File: src/rtl/pipe_add_const_stream.sv
// pipe_add_const_stream
//   Streaming "x + INCREMENT" pipeline with valid/ready flow control.
//   Stage 0 registers the raw operand. The WIDTH+1 bit add sits between
//   stage 0 and stage 1. Stages 1..STAGES-1 carry the sum and carry.
//   Empty stages are filled even while the output is stalled, so bubbles
//   collapse. There is no skid buffer: in_ready depends combinationally
//   on out_ready.
//
// Parameters
//   WIDTH      data width in bits (>= 1)
//   STAGES     number of register stages (>= 1)
//   INCREMENT  constant added, truncated to WIDTH bits
//
// Ports
//   clk        rising-edge clock
//   rst_n      asynchronous active-low reset
//   flush      synchronous clear of all in-flight data
//   in_valid   producer has data
//   in_ready   block accepts data this cycle
//   in_data    operand x
//   out_valid  out_data/out_carry valid
//   out_ready  consumer accepts this cycle
//   out_data   (x + INCREMENT) mod 2^WIDTH, or saturated
//   out_carry  carry out of the WIDTH-bit add
//   occupancy  registered count of valid stages
//
// Build option
//   PIPE_ADD_CONST_STREAM_SATURATE_EN : when defined, an add that carries
//   drives out_data to all-ones. out_carry is still 1 in that case.

module pipe_add_const_stream #(
   parameter int WIDTH     = 32,
   parameter int STAGES    = 2,
   parameter int INCREMENT = 1
) (
   input  logic                        clk,
   input  logic                        rst_n,
   input  logic                        flush,
   input  logic                        in_valid,
   output logic                        in_ready,
   input  logic [WIDTH-1:0]            in_data,
   output logic                        out_valid,
   input  logic                        out_ready,
   output logic [WIDTH-1:0]            out_data,
   output logic                        out_carry,
   output logic [$clog2(STAGES+1)-1:0] occupancy
);

   localparam int          OW   = $clog2(STAGES+1);
   localparam int unsigned LAST = STAGES - 1;
   localparam logic [WIDTH-1:0] INC = WIDTH'(INCREMENT);

   logic [STAGES-1:0] valid_q;
   logic [STAGES-1:0] adv;        // stage i may take new content this cycle
   logic [WIDTH-1:0]  x_q;
   logic [WIDTH:0]    sum_full;
   logic [WIDTH-1:0]  add_data;
   logic              add_carry;
   logic              accept;
   logic              emit;
   logic [OW-1:0]     occ_q;

   // Arithmetic between stage 0 and stage 1
   always_comb begin
      sum_full  = {1'b0, x_q} + {1'b0, INC};
      add_carry = sum_full[WIDTH];
      add_data  = sum_full[WIDTH-1:0];
`ifdef PIPE_ADD_CONST_STREAM_SATURATE_EN
      if (add_carry) add_data = '1;
`endif
   end

   // Stage i can advance if the output is being taken, or if any stage at
   // or beyond i is empty. Writing this as a running AND from the last
   // stage keeps the chain free of self-referencing combinational loops.
   always_comb begin
      logic full_run;
      full_run = 1'b1;
      adv      = '0;
      for (int unsigned k = 0; k < STAGES; k++) begin
         full_run       = full_run & valid_q[LAST-k];
         adv[LAST-k]    = out_ready | ~full_run;
      end
   end

   assign in_ready  = adv[0];
   assign out_valid = valid_q[LAST];
   assign accept    = in_valid & in_ready;
   assign emit      = valid_q[LAST] & out_ready;
   assign occupancy = occ_q;

   always_ff @(posedge clk or negedge rst_n) begin
      if (!rst_n) begin
         valid_q <= '0;
      end else if (flush) begin
         valid_q <= '0;
      end else begin
         if (adv[0]) valid_q[0] <= in_valid;
         for (int unsigned k = 1; k < STAGES; k++) begin
            if (adv[k]) valid_q[k] <= valid_q[k-1];
         end
      end
   end

   always_ff @(posedge clk or negedge rst_n) begin
      if (!rst_n) begin
         occ_q <= '0;
      end else if (flush) begin
         occ_q <= '0;
      end else begin
         case ({accept, emit})
            2'b10:   occ_q <= occ_q + OW'(1);
            2'b01:   occ_q <= occ_q - OW'(1);
            default: occ_q <= occ_q;
         endcase
      end
   end

   // Operand register: contents are meaningless while valid_q[0] is 0
   always_ff @(posedge clk) begin
      if (adv[0]) x_q <= in_data;
   end

   // The output is masked with the last valid bit, which gives 0 on reset
   // and on any empty cycle while leaving data registers unreset.
   generate
      if (STAGES == 1) begin : g_comb_out
         assign out_data  = valid_q[0] ? add_data : '0;
         assign out_carry = valid_q[0] & add_carry;
      end else begin : g_reg_out
         logic [WIDTH-1:0] sum_q   [1:LAST];
         logic             carry_q [1:LAST];

         always_ff @(posedge clk) begin
            if (adv[1]) begin
               sum_q[1]   <= add_data;
               carry_q[1] <= add_carry;
            end
            for (int unsigned k = 2; k <= LAST; k++) begin
               if (adv[k]) begin
                  sum_q[k]   <= sum_q[k-1];
                  carry_q[k] <= carry_q[k-1];
               end
            end
         end

         assign out_data  = valid_q[LAST] ? sum_q[LAST] : '0;
         assign out_carry = valid_q[LAST] & carry_q[LAST];
      end
   endgenerate

endmodule

File: config.mk
export PLATFORM = sky130hd
export DESIGN_NAME = pipe_add_const_stream
export DESIGN_NICKNAME = d
export VERILOG_FILES = /design/src/rtl/pipe_add_const_stream.sv
export SDC_FILE = /design/constraint.sdc
export NUM_CORES = 1
export LEC_CHECK = 0
export CORE_MARGIN = 2
export CORE_UTILIZATION = 53
export DETAILED_ROUTE_END_ITERATION = 7
export GPL_TIMING_DRIVEN = 0
export HOLD_SLACK_MARGIN = 0.1
export PLACE_DENSITY = 0.87
export RECOVER_POWER = 100
export SKIP_LAST_GASP = 1
export SLEW_MARGIN = 30
export SYNTH_ARGS = -nofsm -noshare
export SYNTH_HDL_FRONTEND = slang
export SYNTH_SLANG_ARGS = --single-unit
File: constraint.sdc
create_clock -name clk -period 3.1 [get_ports clk]
set_input_delay 0.93 -clock clk [delete_from_list [all_inputs] [get_ports clk]]
set_output_delay 0.93 -clock clk [all_outputs]
set_load 0.02 [all_outputs]
==> flow_metrics.py <==
metrics = {
    "synthesis": {
        "netlist_top_cells_count": "edfxtp_1 (65), and2_1 (34), xnor2_1 (23), nand3_1 (11), nand4_1 (11)",
        "synth_mux_area_frac": 0,
        "synth_compound_area_frac": 0.00710,
        "synth-main-ff-cell": "edfxtp_1",
        "netlist_area_um2": 2990,
        "synthDominantCellAreaShare": 0.652,
        "ys_seq_area_frac": 0.685,
        "synth.net_count": 248,
        "yosys.area.top_type": "edfxtp_1",
        "synthSimpleGateAreaFrac": 0.195,
        "synthTopCellsByArea": "edfxtp_1 (65%), and2_1 (7.1%), xnor2_1 (6.7%), dfrtp_1 (3.3%), xor2_1 (2.6%)",
        "postSynth.asyncResetShare": 0.0580,
        "yosys.area_share.xor_xnor": 0.0936,
        "synth_top_family_by_area": "simple AND/OR/NAND/NOR gates",
        "synthAdderAreaFrac": 0.00418,
        "synth-edff-count": 65,
        "avgSynthCellArea_um2": 14.3,
        "yosys_warnings": 0,
        "synth.distinct_cells": 31,
        "ys_seq_elements": 69,
        "synthCells": 210,
        "synth_most_common_cell": "edfxtp_1",
    },
    "sta": {
        "rsz0062_at_grt": "no",
        "max_slew_margin": 0.209,
        "min_period_ns": 3.05,
        "skew_ns": 0.0109,
        "maxSlewViolCount": 0,
        "setup_viol": 0,
        "setup_tns_ns": 0,
        "layout_setup_ws_ns": 0.0470,
        "finalHoldViolCount": 0,
        "finalCritPeriodShare": 0.985,
        "max_freq_mhz": 328,
        "worstMarginPinSlew_ns": 1.19,
    },
    "cts": {
        "cts.clk_slew.worst_paths_ns": 0.08,
        "cts_hold_buf": 0,
        "clock-sinks": 69,
        "htree_levels": 3,
        "clk_path_buf_depth": 2,
        "clkLatencyLatePin_ns": 0.33,
        "cts_buffers": 9,
        "cts_root_buf": "clkbuf_8",
        "cts_tree": "yes",
    },
    "pwr": {
        "p_leak_nw": 1.53,
        "p_clk_frac": 0.369,
        "p_seq_frac": 0.546,
        "p_sw_mw": 0.434,
        "cellPowerDensity_nw_per_um2": 511,
        "internal_power_mw": 1.63,
        "comb_power_share": 0.085,
        "swShare": 0.211,
        "irDropWorstVdd_mv": 0.358,
    },
    "global_route": {
        "grt_overflow": 0,
        "grt_max_degree": 34,
        "grt_pass1_wl_um": 8850,
        "grt_pass1_vias": 1894,
        "antenna_found_initial": 0,
        "grt_usage": 0.193,
    },
    "detailed_routing": {
        "drtPass1Iterations": 4,
        "vias_per_cell": 5.22,
        "drt_wl_total_um": 5760,
        "drtIter0Drc": 140,
        "wl_per_cell_um": 15.4,
        "ant_nets": 0,
        "drc": 0,
        "num_vias": 1947,
    },
    "placement": {
        "placed_cells": 355,
        "dpl.hpwl_um": 3740,
        "routabilityCongestion": 0.799,
        "port_buffers": 73,
        "pre_cts_slack_ns": -0.725,
    },
    "floorplan": {
        "die_y_um": 79.2,
        "fp.dieW_um": 79.2,
        "start_util": 0.547,
        "ios": 74,
        "core_area_um2": 5470,
        "dieArea_um2": 6270,
        "std_cell_rows": 27,
    },
    "setup_path": {
        "start_kind": "primary input",
        "crit_required_ns": 2.17,
        "critical_path_class": "in -> out",
        "crit_arrival_ns": 2.12,
        "crit_path_max_fanout": 17,
        "end_kind": "output port",
    },
    "final_layout": {
        "antennaDiodeCount": 0,
        "layout-drive-gt1-share": 0.0797,
        "stdcell_count": 373,
        "nFillCells": 367,
        "area_growth_pct": 34.9,
        "nets": 334,
    },
    "worst_hold_path": {
        "hold_class": "reg -> reg",
    },
    "status": {
        "status": "complete, no violations",
    },
    "run": {
        "cap_viol_max_count": 0,
    },
}
## flip-flops by register name, indices dropped and copies added (netlist names)
signal,flops
occupancy,2
x_q,32
valid_q,2
g_reg_out.carry_q,1
g_reg_out.sum_q,32
## layout make-up
class	count	area (um^2)	area share
Buffer	6	33.8	0.00837
Sequential cell	69	2050	0.508
Tap cell	72	90.1	0.0223
Inverter	3	11.3	0.00279
Timing Repair Buffer	74	734	0.182
Multi-Input combinational cell	133	911	0.226
Clock buffer	10	128	0.0316
Clock inverter	6	77.6	0.0192
## final timing paths
path	from	end	slack, ns	cells past startpoint
max	out_ready	in_ready	0.05	4
min	occupancy[1]	occupancy[1]	0.54	2
max reg2reg	valid_q[1]	g_reg_out.sum_q[1][14]	0.94	3
min reg2reg	occupancy[1]	occupancy[1]	0.54	2
max in group asynchronous	rst_n	valid_q[1]	2.08	1
min in group asynchronous	rst_n	occupancy[1]	0.86	1
## per-stage QoR
stage	utilization	total power, mW	hold slack [ns]	instance area (um^2)
floorplan	-	1.22	0.506	2990
global placement	0.697	1.32	0.527	3810
detailed placement	0.698	1.33	0.528	3820
CTS	0.740	2.09	0.549	4050
global route	0.738	2.14	0.573	4040
finish	0.738	2.06	0.541	4040
## cell families after synthesis
group,count (synthesis)
compound gates,4
xor+xnor,32
fa+ha+maj,1
buf+inv,9
flops,69
simple gates,95
## critical path: stages
cell and delay (ns):
clkdlybuf4s50_1 0.56, nor2b_4 0.07, nand2_4 0.20, clkdlybuf4s15_1 0.35
## power groups by stage
stage | Combinational [mW] | Clock (mW) | Sequential, mW
3_3_place_gp | 0.182 | 0 | 1.14
5_1_grt | 0.189 | 0.815 | 1.13
6_report | 0.175 | 0.760 | 1.13
3_5_place_dp | 0.186 | 0 | 1.14
4_1_cts | 0.190 | 0.770 | 1.12
2_1_floorplan | 0.0814 | 0 | 1.14
## cell usage in the layout, fill, tap and decap left out, types with 4 or more instances in the layout
master           Yosys  final
edfxtp_1            65     65
dlygate4sd3_1        0     47
clkdlybuf4s50_1      0     25
xnor2_1             23     23
and2_1              34     19
and2_0               0     15
nand4_1             11     11
nand3_1             11     11
xor2_1               9      9
clkbuf_8             0      9
nand2_1              8      8
nor2_1               6      8
and3_1               7      7
clkbuf_1             4      6
dfrtp_1              4      4
## metal layers
layer,up-vias,wire length (um),track usage,share of wire
li1,937,-,-,-
met1,934,2350,0.220,0.41
met2,68,3010,0.329,0.52
met3,8,311,0.0443,0.054
met4,0,94,0.117,0.016
met5,-,0,0,0
## what timing repair did
action                                  in CTS  in global routing
pin swaps                                    1                  0
gates cloned                                 1                  0
buffers inserted                             1                  0
endpoints found under the setup margin       1                  1
resized for setup                            4                  1
(Power assumes the default switching activity.)
